## config.mk

```make
export PLATFORM = sky130hd
export DESIGN_NAME = sprite_scheduler
export DESIGN_NICKNAME = d
export VERILOG_FILES = /design/src/rtl/sprite_scheduler_pkg.sv /design/src/rtl/sprite_table.sv /design/src/rtl/sprite_scheduler.sv
export SDC_FILE = /design/constraint.sdc
export NUM_CORES = 1
export LEC_CHECK = 0
export CAP_MARGIN = 10
export CORE_MARGIN = 2
export CORE_UTILIZATION = 59
export DETAILED_ROUTE_END_ITERATION = 7
export GPL_TIMING_DRIVEN = 0
export PLACE_DENSITY = 0.8
export SLEW_MARGIN = 20
export SYNTH_ARGS = -nofsm -noshare
export SYNTH_HDL_FRONTEND = slang
export SYNTH_HIERARCHICAL = 1
export SYNTH_SLANG_ARGS = --single-unit
```

## constraint.sdc

```tcl
create_clock -name clk -period 9 [get_ports clk]
set_input_delay 0.9 -clock clk [delete_from_list [all_inputs] [get_ports clk]]
set_output_delay 0.9 -clock clk [all_outputs]
set_load 0.01 [all_outputs]
```

## src/rtl/sprite_scheduler_pkg.sv

```systemverilog
// Shared types and constants for the sprite scheduler and its sprite table.
package sprite_scheduler_pkg;

  localparam int unsigned XW        = 11;
  localparam int unsigned YW        = 10;
  localparam int unsigned PW        = 6;
  localparam int unsigned BASE_SIZE = 16;

  // RRGGBB value keyed out as transparent unless overridden
  localparam logic [PW-1:0] TKEY_DEFAULT = 6'h00;

  typedef enum logic [1:0] {
    StIdle  = 2'd0,
    StScan  = 2'd1,
    StDrain = 2'd2
  } state_t;

  // Geometry of one sprite entry; the bank address is kept alongside since its
  // width is a module parameter.
  typedef struct packed {
    logic [XW-1:0] x;
    logic [YW-1:0] y;
    logic          width;
    logic          height;
    logic          enable;
  } sprite_geom_t;

  // Extent in pixels: 0 -> 16, 1 -> 32
  function automatic logic [XW-1:0] sprite_span(input logic big);
    return XW'(BASE_SIZE) << big;
  endfunction

endpackage

```

## src/rtl/sprite_table.sv

```systemverilog
// Double-buffered sprite table: game logic writes the shadow copy, a commit
// copies it into the active copy that the scanner reads.
module sprite_table
  import sprite_scheduler_pkg::*;
#(
  parameter int unsigned SIZE = 4,
  parameter int unsigned NSPR = 4
) (
  input  logic               clk,
  input  logic               rst,
  input  logic               wr_en,
  input  logic [2:0]         wr_idx,
  input  sprite_geom_t       wr_geom,
  input  logic [SIZE-1:0]    wr_addr,
  input  logic               commit,
  input  logic [2:0]         rd_idx,
  output sprite_geom_t       rd_geom,
  output logic [SIZE-1:0]    rd_addr
);

  sprite_geom_t    shadow_geom_q [NSPR];
  logic [SIZE-1:0] shadow_addr_q [NSPR];
  sprite_geom_t    active_geom_q [NSPR];
  logic [SIZE-1:0] active_addr_q [NSPR];

  // Shadow write port; indices at or above NSPR match no entry and are dropped
  always_ff @(posedge clk or posedge rst) begin
    if (rst) begin
      for (int i = 0; i < NSPR; i++) begin
        shadow_geom_q[i] <= '0;
        shadow_addr_q[i] <= '0;
      end
    end else begin
      for (int i = 0; i < NSPR; i++) begin
        if (wr_en && (wr_idx == 3'(i))) begin
          shadow_geom_q[i] <= wr_geom;
          shadow_addr_q[i] <= wr_addr;
        end
      end
    end
  end

  // Commit copies the pre-write shadow, so a same-cycle write waits for the next commit
  always_ff @(posedge clk or posedge rst) begin
    if (rst) begin
      for (int i = 0; i < NSPR; i++) begin
        active_geom_q[i] <= '0;
        active_addr_q[i] <= '0;
      end
    end else if (commit) begin
      for (int i = 0; i < NSPR; i++) begin
        active_geom_q[i] <= shadow_geom_q[i];
        active_addr_q[i] <= shadow_addr_q[i];
      end
    end
  end

  // Indexed read of the active copy
  always_comb begin
    rd_geom = '0;
    rd_addr = '0;
    for (int i = 0; i < NSPR; i++) begin
      if (rd_idx == 3'(i)) begin
        rd_geom = active_geom_q[i];
        rd_addr = active_addr_q[i];
      end
    end
  end

endmodule

```

## src/rtl/sprite_scheduler.sv

```systemverilog
// Sprite scheduler: per pixel strobe, walks the active sprite table in priority
// order over the single bitmap-bank read port and composites the first opaque
// texel. Fixed-length scan gives deterministic latency of NSPR+2 cycles.
module sprite_scheduler
  import sprite_scheduler_pkg::*;
#(
  parameter int unsigned   SIZE = 4,
  parameter int unsigned   NSPR = 4,
  parameter logic [PW-1:0] TKEY = TKEY_DEFAULT
) (
  input  logic            clk,
  input  logic            rst,
  input  logic            pix_en,
  input  logic [10:0]     hcnt,
  input  logic [9:0]      vcnt,
  input  logic            frame_start,
  input  logic            wr_en,
  input  logic [2:0]      wr_idx,
  input  logic [10:0]     wr_x,
  input  logic [9:0]      wr_y,
  input  logic [SIZE-1:0] wr_addr,
  input  logic            wr_width,
  input  logic            wr_height,
  input  logic            wr_enable,
  output logic [SIZE-1:0] bank_addr,
  output logic            bank_width,
  output logic [4:0]      bank_hpos,
  output logic [4:0]      bank_vpos,
  input  logic [5:0]      bank_pixel,
  output logic [5:0]      pixel_out,
  output logic            pixel_hit,
  output logic            pixel_valid,
  output logic            busy,
  output logic            overrun
);

  state_t          state_q;
  logic [XW-1:0]   hcnt_q;
  logic [YW-1:0]   vcnt_q;
  logic [2:0]      k_q;
  logic            hit_d_q;
  logic            cand_hit_q;
  logic [PW-1:0]   cand_q;
  logic            commit_pend_q;

  sprite_geom_t    rd_geom;
  logic [SIZE-1:0] rd_addr;
  sprite_geom_t    wr_geom;
  logic            commit;
  logic [XW-1:0]   dx;
  logic [XW-1:0]   dy;
  logic            hit;
  logic            take;
  logic            final_hit;
  logic [PW-1:0]   final_pix;

  assign wr_geom = '{x: wr_x, y: wr_y, width: wr_width, height: wr_height, enable: wr_enable};

  // Commit immediately when idle, otherwise on the DRAIN -> IDLE edge
  assign commit = ((state_q == StIdle) && frame_start) ||
                  ((state_q == StDrain) && (commit_pend_q || frame_start));

  sprite_table #(
    .SIZE (SIZE),
    .NSPR (NSPR)
  ) u_table (
    .clk     (clk),
    .rst     (rst),
    .wr_en   (wr_en),
    .wr_idx  (wr_idx),
    .wr_geom (wr_geom),
    .wr_addr (wr_addr),
    .commit  (commit),
    .rd_idx  (k_q),
    .rd_geom (rd_geom),
    .rd_addr (rd_addr)
  );

  // Hit test: wrapping subtraction turns left/above positions into huge offsets
  always_comb begin
    dx  = hcnt_q - rd_geom.x;
    dy  = {1'b0, vcnt_q} - {1'b0, rd_geom.y};
    hit = rd_geom.enable && (dx < sprite_span(rd_geom.width)) &&
          (dy < sprite_span(rd_geom.height));
  end

  // Bank request for the sprite being issued, whether or not it hits
  always_comb begin
    bank_addr  = '0;
    bank_width = 1'b0;
    bank_hpos  = '0;
    bank_vpos  = '0;
    if (state_q == StScan) begin
      bank_addr  = rd_addr;
      bank_width = rd_geom.width;
      bank_hpos  = dx[4:0];
      bank_vpos  = dy[4:0];
    end
  end

  // Evaluate stage: the first opaque hit in issue order is kept
  always_comb begin
    take      = hit_d_q && (bank_pixel != TKEY) && !cand_hit_q;
    final_hit = cand_hit_q || take;
    final_pix = cand_hit_q ? cand_q : (take ? bank_pixel : '0);
  end

  assign busy = (state_q != StIdle);

  // Scan FSM with registered compositor outputs
  always_ff @(posedge clk or posedge rst) begin
    if (rst) begin
      state_q       <= StIdle;
      hcnt_q        <= '0;
      vcnt_q        <= '0;
      k_q           <= '0;
      hit_d_q       <= 1'b0;
      cand_hit_q    <= 1'b0;
      cand_q        <= '0;
      commit_pend_q <= 1'b0;
      pixel_out     <= '0;
      pixel_hit     <= 1'b0;
      pixel_valid   <= 1'b0;
      overrun       <= 1'b0;
    end else begin
      pixel_valid <= 1'b0;
      hit_d_q     <= 1'b0;
      if (take) begin
        cand_q     <= bank_pixel;
        cand_hit_q <= 1'b1;
      end
      case (state_q)
        StIdle: begin
          if (pix_en) begin
            hcnt_q     <= hcnt;
            vcnt_q     <= vcnt;
            cand_hit_q <= 1'b0;
            cand_q     <= '0;
            k_q        <= '0;
            state_q    <= StScan;
          end
        end
        StScan: begin
          hit_d_q <= hit;
          if (pix_en) overrun <= 1'b1;
          if (frame_start) commit_pend_q <= 1'b1;
          if (k_q == 3'(NSPR - 1)) begin
            state_q <= StDrain;
          end else begin
            k_q <= k_q + 3'd1;
          end
        end
        StDrain: begin
          if (pix_en) overrun <= 1'b1;
          pixel_out     <= final_hit ? final_pix : 6'h00;
          pixel_hit     <= final_hit;
          pixel_valid   <= 1'b1;
          commit_pend_q <= 1'b0;
          state_q       <= StIdle;
        end
        default: state_q <= StIdle;
      endcase
    end
  end

endmodule

```

==> flow_metrics.env, run 1 <==
export IMPL_synth_nets=1005
export IMPL_num_io_pins=88
export IMPL_worstPathBufferInverterCount=3
export IMPL_netSwitchingFraction=0.358
export IMPL_synth_edf_count=0
export IMPL_core_area_mm2=0.0209
export IMPL_dpl_cell_area_mm2=0.0138
export IMPL_drive_gt1_frac=0.319
export IMPL_seqCellArea_mm2=0.00671
export IMPL_hpwl_um=18200
export IMPL_max_slew_margin_rel=0.477
export IMPL_clk_latency_ns=0.54
export IMPL_area_growth_pct=17.6
export IMPL_p_sw_mw=2.05
export IMPL_hold_start="overrun"
export IMPL_routedWlPerCell_um=20.2
export IMPL_rows=53
export IMPL_hold_violations=0
export IMPL_cts_sink_count=268
export IMPL_synth_area_mm2=0.0125
export IMPL_initial_core_util=0.598
export IMPL_fp_dieH_um=149
export IMPL_gr_total_overflow=0
export IMPL_maxCapViolCount=0
export IMPL_required_ns=8.10
export IMPL_skew_ns=0.0126
export IMPL_worst_path_max_delay_cell="clkdlybuf4s50_1"
export IMPL_fin_total_pwr_mw=5.71
export IMPL_reg2reg_to="hit_d_q"
export IMPL_whs_path_depth=1
export IMPL_grt_pass1_wl_um=42400
export IMPL_cts_resized=0
export IMPL_fillers=1441
export IMPL_status="finished clean"
export IMPL_drtAntennaViolNets=0
export IMPL_end_kind="primary output"
export IMPL_r2r_slack_ns=4.84
export IMPL_max_freq_ghz=0.199
export IMPL_gp_congestion=0.852
export IMPL_avgSynthCellArea_um2=13.7
export IMPL_p_int_mw=3.66
export IMPL_synth_flop_cell="dfrtp_1"
export IMPL_grt_pass1_vias=7780
export IMPL_ys_warn_count=6
export IMPL_ys_ff_latch=268
export IMPL_synth_most_common_cell="dfrtp_1"
export IMPL_slew_violations=0
export IMPL_dr_pass1_iters=4
export IMPL_cp_max_fo=10
export IMPL_slowest_delay_ns=0.55
export IMPL_yosys_top_cells_area="dfrtp_1 (54%), mux2_2 (17%), mux2_4 (6.0%), mux2i_1 (5.1%), ha_1 (3.0%)"
export IMPL_synth_cell_types=58
export IMPL_min_path_type="flip-flop to flip-flop"
export IMPL_path_clk_slew_ns=0.06
export IMPL_cts_tree="built"
export IMPL_min_to="overrun"
export IMPL_clock_root_buffer="clkbuf_16"
export IMPL_worstMarginPinSlew_ns=0.785
export IMPL_worstPathArrival_ns=4.12
export IMPL_period_share=0.558
export IMPL_nets=1124
export IMPL_cts_setup_buffers=0
export IMPL_critical_path_class="flip-flop to primary output"
export IMPL_rr_startpoint="k_q[0]"
export IMPL_rsz0062_at_grt="false"
export IMPL_setup_violations=0
export IMPL_die_area_mm2=0.0223
export IMPL_drtIter0Drc=449
export IMPL_cts_buffer_depth=3
export IMPL_multiInputGateArea_mm2=0.00530
export IMPL_peakVddDrop_mv=0.244
export IMPL_synth_async_reset_ratio=1.00
export IMPL_synth_top_area_frac=0.537
export IMPL_fin_area_mm2=0.0147
export IMPL_cp_top_family="buffers and inverters"
export IMPL_grtUsageTotal=0.246
export IMPL_remaining_drc_errors=0
export IMPL_via_per_inst=5.75
export IMPL_p_seq_frac=0.331
export IMPL_powerDensity_mw_per_mm2=389
export IMPL_yosys_top_cells_count="dfrtp_1 (268), mux2_2 (192), mux2i_1 (63), mux2_4 (50), inv_1 (36)"
export IMPL_die_w_um=149
export IMPL_path_cells="nand2b_1, buf_2, buf_1, o22ai_1, ha_1, fa_1, nor2b_4, o21ai_0, a21oi_1, and2_1, clkdlybuf4s50_1"
export IMPL_cts_buffers=27
export IMPL_cts_htree_levels=1
export IMPL_min_period_ns=5.02
export IMPL_route_vias_total=7597
export IMPL_antenna_found_initial=0
export IMPL_combPwrFrac=0.469
export IMPL_p_clk_frac=0.200
export IMPL_p_leak_nw=6.38
export IMPL_syn_inst=910
export IMPL_grt_max_degree=94
export IMPL_startpoint_type="flip-flop"
export IMPL_cts_hold_repair_buffers=0
export IMPL_yosysSeqAreaShare=0.537
export IMPL_synth_top_cell_by_area="dfrtp_1"
export IMPL_wirelength_um=26800
export IMPL_antenna_cells=0
export IMPL_io_buffer_count=87
export IMPL_r2r_cells=15
==> area by class of cell <==
cell class,count,share of cell area
Buffer,47,0.0236
Clock inverter,7,0.00622
Multi-Input combinational cell,559,0.361
Clock buffer,40,0.0555
Sequential cell,268,0.457
Tap cell,275,0.0234
Inverter,36,0.00971
Timing Repair Buffer,90,0.0644
==> power groups by stage <==
stage | Sequential, mW | Combinational [mW] | Clock [mW]
finish | 1.89 | 2.68 | 1.14
global route | 1.94 | 2.95 | 1.21
CTS | 1.89 | 2.68 | 1.16
detailed placement | 1.90 | 2.66 | 0
global placement | 1.88 | 2.60 | 0
floorplan | 1.83 | 1.95 | 0
==> per-layer routing <==
metal | vias to the layer above | part of all wire | GRT usage
li1 | 3508 | - | -
met1 | 3869 | 0.45 | 0.347
met2 | 174 | 0.48 | 0.407
met3 | 46 | 0.046 | 0.0384
met4 | 0 | 0.022 | 0.0586
met5 | - | 0 | 0
==> through the flow <==
stage,hold WS (ns),worst slack (ns),std cells,setup TNS (ns),util
after detailed placement,0.448,4.62,1275,0,0.660
after global placement,0.443,-0.676,1272,-146.38,0.656
final,0.458,3.98,1322,0,0.703
after CTS,0.462,4.03,1322,0,0.703
after floorplan,0.465,1.97,910,0,-
after global routing,0.498,3.78,1322,0,0.703
==> cell families (layout without fill, tap and decap cells) <==
group / count (synthesis) / after routing / share of synthesized area
AOI/OAI and AO/OA: 110 / 110 / 0.0573
xor gates and xnor gates: 7 / 7 / 0.00491
DFF: 268 / 268 / 0.537
buffers and inverters: 83 / 220 / 0.0386
adders and majority gates: 32 / 32 / 0.0333
and+or+nand+nor: 104 / 104 / 0.0441
muxes: 306 / 306 / 0.285
==> cell usage in the layout (no fill, tap or decap), types with 3 or more instances in the layout <==
cell type	instances
buf_12	7
clkbuf_16	27
dfrtp_1	268
a22oi_1	6
inv_1	34
clkinv_2	3
o2111ai_1	3
clkbuf_8	9
buf_2	22
nor2_1	32
nor3_1	7
xnor2_1	5
nand2_1	19
clkdlybuf4s50_1	87
o21ai_0	20
ha_1	30
buf_6	5
a21o_1	4
nand2b_1	6
and2_1	8
o22ai_1	31
nor4_1	3
mux2_4	50
nand3_1	6
mux2_2	192
clkbuf_1	15
mux2i_1	63
a21oi_1	26
nor2b_1	7
==> flip-flops by register name (all words and copies together) (netlist names), 2 cells and up <==
name / count
u_table/active_geom_q: 96
u_table/shadow_geom_q: 96
u_table/active_addr_q: 16
state_q: 2
hcnt_q: 11
vcnt_q: 10
u_table/shadow_addr_q: 16
pixel_out: 6
cand_q: 6
k_q: 3
==> worst reg2reg max path: stages, from the launching register on <==
cell and delay, ns:
dfrtp_1 0.44, nand2b_1 0.10, buf_2 0.28, buf_1 0.49
o22ai_1 0.24, ha_1 0.28, fa_1 0.43, nor2b_4 0.16
o21ai_0 0.09, a21oi_1 0.30, ha_1 0.30, o21ai_0 0.18
nand3_1 0.09, nor4_1 0.28, o2111ai_1 0.17, nor4_2 0.23
==> how the worst max path moves through the flow <==
stage	cells past startpoint	startpoint	to	slack [ns]
6_report	11	k_q[0]	bank_hpos[4]	3.98
5_1_grt	12	k_q[0]	bank_vpos[4]	3.78
4_1_cts	11	k_q[0]	bank_hpos[4]	4.03
3_5_place_dp	11	k_q[0]	bank_hpos[4]	4.62
3_3_place_gp	2	rst	u_table/shadow_geom_q[32]	-0.68
2_1_floorplan	1	rst	u_table/active_addr_q[0]	1.97
No activity file was read; power rests on OpenSTA's default activity.
==> run 2: changes to the inputs <==
--- a/config.mk
+++ b/config.mk
@@ -7,10 +7,10 @@
 export LEC_CHECK = 0
 export CAP_MARGIN = 10
 export CORE_MARGIN = 2
-export CORE_UTILIZATION = 59
+export CORE_UTILIZATION = 53
 export DETAILED_ROUTE_END_ITERATION = 7
 export GPL_TIMING_DRIVEN = 0
-export PLACE_DENSITY = 0.8
+export PLACE_DENSITY = 0.76
 export SLEW_MARGIN = 20
 export SYNTH_ARGS = -nofsm -noshare
 export SYNTH_HDL_FRONTEND = slang
==> constraint.sdc (replaced) <==
create_clock -name clk -period 4.2 [get_ports clk]
set_input_delay 0.42 -clock clk [delete_from_list [all_inputs] [get_ports clk]]
set_output_delay 0.42 -clock clk [all_outputs]
set_load 0.01 [all_outputs]
==> run 2 against run 1 <==
  * Global-route usage down 2.0 points
  * Sequential share of layout area is 0.65 points lower
  * Largest power group unchanged
  * Sequential power grew 110%
  * Non-clock buffer count grew 5
  * Largest cell class unchanged
  * Register-to-register slack got worse by 4.5 ns
  * Sequential cell count did not move
==> flow_metrics.env, run 2 (synthesis results as in run 1) <==
export IMPL_cts_buffers=28
export IMPL_drive_gt1_frac=0.327
export IMPL_cts_tree="built"
export IMPL_cp_top_family="buffers and inverters"
export IMPL_grt_busiest_layer="met2"
export IMPL_grt_pass1_vias=8012
export IMPL_rr_startpoint="k_q[0]"
export IMPL_via_per_inst=5.53
export IMPL_hpwl_um=18900
export IMPL_nets=1130
export IMPL_drtAntennaViolNets=0
export IMPL_grt_pass1_wl_um=43400
export IMPL_powerDensity_mw_per_mm2=828
export IMPL_startpoint_type="flip-flop"
export IMPL_crit_start="k_q[0]"
export IMPL_worstPathBufferInverterCount=3
export IMPL_rows=56
export IMPL_whs_ns=0.272
export IMPL_r2r_slack_ns=0.31
export IMPL_clk_latency_ns=0.54
export IMPL_antenna_found_initial=0
export IMPL_remaining_drc_errors=0
export IMPL_wirelength_um=27100
export IMPL_met2_usage=0.374
export IMPL_cts_htree_levels=1
export IMPL_hold_violations=0
export IMPL_final_common_cell="dfrtp_1"
export IMPL_max_slew_margin_rel=0.525
export IMPL_cts_buffer_depth=3
export IMPL_routedWlPerCell_um=19.7
export IMPL_min_path_type="input pin to async pin"
export IMPL_cp_endpoint="bank_hpos[4]"
export IMPL_initial_core_util=0.535
export IMPL_gr_total_overflow=0
export IMPL_io_buffer_count=87
export IMPL_critical_path_class="flip-flop to primary output"
export IMPL_path_cells="or2_2, buf_4, buf_2, o22ai_2, ha_1, fa_1, nor2b_4, o31a_4, a21oi_2, and2_1, clkdlybuf4s50_1"
export IMPL_fin_area_mm2=0.0149
export IMPL_path_depth=11
export IMPL_r2r_cells=16
export IMPL_fp_dieH_um=157
export IMPL_worst_path_max_delay_cell="clkdlybuf4s50_1"
export IMPL_use_met1=0.322
export IMPL_path_clk_slew_ns=0.06
export IMPL_final_cell_mix="dfrtp_1 (267), mux2_2 (192), clkdlybuf4s50_1 (87)"
export IMPL_worstPathArrival_ns=3.66
export IMPL_end_kind="primary output"
export IMPL_p_leak_nw=6.44
export IMPL_route_vias_total=7609
export IMPL_area_growth_pct=19.4
export IMPL_worstMarginPinSlew_ns=0.711
export IMPL_cts_hold_repair_buffers=0
export IMPL_peakVddDrop_mv=0.408
export IMPL_status="finished clean"
export IMPL_max_freq_ghz=0.245
export IMPL_core_area_mm2=0.0233
export IMPL_fin_total_pwr_mw=12.3
export IMPL_cts_sink_count=268
export IMPL_setup_violations=0
export IMPL_antenna_cells=0
export IMPL_dr_pass1_iters=6
export IMPL_grt_max_degree=35
export IMPL_die_area_mm2=0.0248
export IMPL_num_io_pins=88
export IMPL_die_w_um=157
export IMPL_period_share=0.973
export IMPL_min_period_ns=4.08
export IMPL_maxCapViolCount=0
export IMPL_grt_util_met3=0.0251
export IMPL_gp_congestion=0.890
export IMPL_drtIter0Drc=403
export IMPL_cp_max_fo=10
export IMPL_cts_setup_buffers=0
export IMPL_required_ns=3.78
export IMPL_clock_root_buffer="clkbuf_16"
export IMPL_slew_violations=0
export IMPL_grtUsageTotal=0.227
export IMPL_rsz0062_at_grt="false"
export IMPL_top_regs="u_table/active_geom_q: 96 flops, u_table/shadow_geom_q: 96 flops"
export IMPL_skew_ns=0.0141
export IMPL_dpl_cell_area_mm2=0.0139
export IMPL_slowest_delay_ns=0.54
export IMPL_reg2reg_to="hit_d_q"
[run 2: cell type report]
type / count / area [um^2]
multi-input combinational: 559 / 5320
sequential: 268 / 6710
fill: 1772 / 8430
buffer: 47 / 389
inverter: 36 / 139
timing repair buffer: 95 / 1050
tap: 319 / 399
clock buffer: 42 / 805
clock inverter: 9 / 95.1
[run 2: worst min-delay path by stage]
| stage | slack (ns) | end |
|---|---|---|
| 2_1_floorplan | 0.46 | vcnt_q[6] |
| 3_3_place_gp | 0.44 | overrun |
| 3_5_place_dp | 0.45 | overrun |
| 4_1_cts | 0.27 | state_q[1] |
| 5_1_grt | 0.31 | state_q[1] |
| 6_report | 0.27 | state_q[1] |
[run 2: power by group]
part	switching (mW)	internal, mW	total, mW
clock network	0.981	1.44	2.42
logic	2.93	2.93	5.86
registers	0.516	3.54	4.06
total	4.43	7.91	12.3
[run 2: per-layer routing]
metal	up-vias	wire length, um
li1	3531	-
met1	3872	12700
met2	166	12800
met3	40	1010
met5	-	0
met4	0	603
[run 2: worst register-to-register path: stages, from the launching register on]
cell and delay [ns]:
dfrtp_2 0.44, or2_2 0.28, buf_4 0.19, buf_2 0.21
o22ai_1 0.38, inv_1 0.09, ha_1 0.29, nor2b_1 0.13
o2111ai_1 0.18, nand3_1 0.17, xor2_1 0.18, ha_1 0.18
nor3_1 0.20, o221ai_1 0.14, nor4_1 0.30, o2111ai_1 0.17
nor4_2 0.25
[run 2: metrics by stage]
stage	setup slack [ns]	utilization	TNS [ns]	cells
after detailed placement	0.0154	0.597	0	1324
after floorplan	0.856	-	0	910
final	0.115	0.639	0	1375
after global routing	0.00718	0.639	0	1375
after CTS	0.00338	0.638	0	1375
after global placement	-0.768	0.590	-165.71	1316
[run 2: timing repair]
item / CTS / global route
gates resized for setup: 15 / 5
cloned: 0 / 0
setup endpoints to repair: 4 / 2
==> run 3: changes to the inputs <==
--- a/config.mk
+++ b/config.mk
@@ -6,11 +6,13 @@
 export NUM_CORES = 1
 export LEC_CHECK = 0
 export CAP_MARGIN = 10
+export CORE_ASPECT_RATIO = 1.4
 export CORE_MARGIN = 2
 export CORE_UTILIZATION = 53
 export DETAILED_ROUTE_END_ITERATION = 7
 export GPL_TIMING_DRIVEN = 0
 export PLACE_DENSITY = 0.76
+export RECOVER_POWER = 25
 export SLEW_MARGIN = 20
 export SYNTH_ARGS = -nofsm -noshare
 export SYNTH_HDL_FRONTEND = slang
==> run 3 against run 2 <==
  * The run now ends with capacitance limit, slew limit left
  * Register-to-register slack worse by 0.04 ns
  * Non-clock buffer count stayed put
  * Via count is the same
  * Clock power up 5%
  * Count of clock-buffer cells in the layout down 8
  * Sequential cell count did not move
  * Cell count decreased by 1.2%
  * Sequential share of layout area grew 0.19 points
  * Global-route usage fell by 0.55 points
  * Sequential power is essentially flat
  * Die area about the same
  * Fmax is 1.5% higher
  * Critical endpoint unchanged
==> flow_metrics.env, run 3 (synthesis results as in run 1) <==
export IMPL_netSwitchingFraction=0.356
export IMPL_clk_latency_ns=0.53
export IMPL_min_period_ns=4.02
export IMPL_remaining_drc_errors=0
export IMPL_gp_congestion=0.915
export IMPL_clock_root_buffer="clkbuf_16"
export IMPL_drtIter0Drc=359
export IMPL_violations="capacitance limit, slew limit"
export IMPL_p_int_mw=8.07
export IMPL_pre_cts_ws_ns=-0.233
export IMPL_worstMarginPinSlew_ns=1.81
export IMPL_p_seq_frac=0.324
export IMPL_cts_buffers=26
export IMPL_routedWlPerCell_um=19.7
export IMPL_slowest_delay_ns=0.55
export IMPL_cts_tree="built"
export IMPL_path_cells="buf_8, buf_6, mux2i_1, o22ai_1, ha_1, fa_1, nor2b_4, o21ai_0, a21oi_2, and2_1, clkdlybuf4s50_1"
export IMPL_die_w_um=134
export IMPL_required_ns=3.78
export IMPL_powerDensity_mw_per_mm2=844
export IMPL_skew_ns=0.00980
export IMPL_top_regs="u_table/active_geom_q: 96 flops, u_table/shadow_geom_q: 96 flops"
export IMPL_worstPathArrival_ns=3.60
export IMPL_cts_sink_count=268
export IMPL_p_clk_frac=0.203
export IMPL_peakVddDrop_mv=0.394
export IMPL_max_freq_ghz=0.249
export IMPL_p_leak_nw=6.43
export IMPL_rows=66
export IMPL_p_sw_mw=4.46
export IMPL_drive_gt1_frac=0.322
export IMPL_status="finished with violations"
export IMPL_maxCapViolCount=2
export IMPL_via_per_inst=5.60
export IMPL_num_io_pins=88
export IMPL_fin_area_mm2=0.0148
export IMPL_initial_core_util=0.538
export IMPL_final_common_cell="dfrtp_1"
export IMPL_slew_violations=64
export IMPL_io_buffer_count=87
export IMPL_grt_pass1_vias=8101
export IMPL_cts_htree_levels=1
export IMPL_final_cell_mix="dfrtp_1 (267), mux2_2 (192), clkdlybuf4s50_1 (86)"
export IMPL_path_clk_slew_ns=0.06
export IMPL_core_area_mm2=0.0232
export IMPL_antenna_found_initial=1
export IMPL_setup_violations=0
export IMPL_drtAntennaViolNets=0
export IMPL_nets=1128
export IMPL_grtUsageTotal=0.221
export IMPL_gr_total_overflow=0
export IMPL_cp_max_fo=10
export IMPL_fin_cells=1359
export IMPL_area_growth_pct=18.9
export IMPL_route_vias_total=7609
export IMPL_wirelength_um=26800
export IMPL_dpl_cell_area_mm2=0.0139
export IMPL_fin_tns_setup_ns=0
export IMPL_grt_pass1_wl_um=42900
export IMPL_hpwl_um=18600
export IMPL_worst_path_max_delay_cell="clkdlybuf4s50_1"
export IMPL_max_slew_margin_rel=-0.208
export IMPL_startpoint_type="flip-flop"
export IMPL_hold_violations=0
export IMPL_dr_pass1_iters=4
export IMPL_post_place_cells=1311
export IMPL_fin_ws_ns=0.178
export IMPL_cts_buffer_depth=3
export IMPL_grt_max_degree=37
export IMPL_combPwrFrac=0.474
export IMPL_period_share=0.958
export IMPL_end_kind="primary output"
export IMPL_critical_path_class="flip-flop to primary output"
export IMPL_min_path_type="input pin to async pin"
export IMPL_die_area_mm2=0.0248
export IMPL_fp_dieH_um=186
## run 3: layer usage
layer / up-vias / routed length, um / track usage
li1: 3517 / - / -
met1: 3857 / 11300 / 0.275
met2: 172 / 13600 / 0.393
met3: 61 / 931 / 0.0308
met4: 2 / 928 / 0.0826
met5: - / 8 / 0
## run 3: area by class of cell
cell class              instances  area [um^2]
well taps                     306          383
fillers                      1703         8360
repair buffers                 96          975
plain buffers                  46          380
clock buffers                  34          722
multi-input cells             559         5320
inverters                      36          136
flip-flops and latches        268         6710
diodes                          1         2.50
clock inverters                13          215
## run 3: what timing repair did
item / in CTS / in global routing
pin swaps: 0 / 1
endpoints found under the hold margin: 0 / 0
gates resized for setup: 12 / 8
buffers inserted: 0 / 1
endpoints found under the setup margin: 4 / 3
hold buffers: 0 / 0
## run 3: power groups by stage
stage | clock (mW) | sequential (mW) | combinational (mW)
after floorplan | 0 | 3.93 | 4.19
after global placement | 0 | 4.04 | 5.61
after detailed placement | 0 | 4.08 | 5.78
after CTS | 2.58 | 4.05 | 5.87
after global routing | 2.69 | 4.16 | 6.46
final | 2.54 | 4.06 | 5.94
## run 3: per-stage QoR
step,hold slack [ns],total power [mW],util
final,0.361,12.5,0.640
after floorplan,0.465,8.12,-
after CTS,0.245,12.5,0.641
after global routing,0.393,13.3,0.639
after global placement,0.441,9.65,0.592
after detailed placement,0.445,9.87,0.599
## run 3: critical path: cells and delay by family, from the launching register on
kind,cells,cell delay [ns]
buf+inv,3,0.96
simple gates,2,0.31
fa+ha+maj,2,0.68
compound gates,3,0.45
mux,1,0.23
flops,1,0.44
## run 3: final timing paths
check	to	from	cells after the start	slack [ns]
worst min-delay path	u_table/shadow_geom_q[89]	rst	2	0.36
max in group asynchronous	u_table/shadow_geom_q[49]	rst	4	0.76
min in group clk	vcnt_q[0]	vcnt[0]	3	0.45
worst max-delay path	bank_hpos[4]	k_q[1]	11	0.18
worst min register to register	overrun	overrun	1	0.46
worst max register to register	hit_d_q	k_q[1]	15	0.27
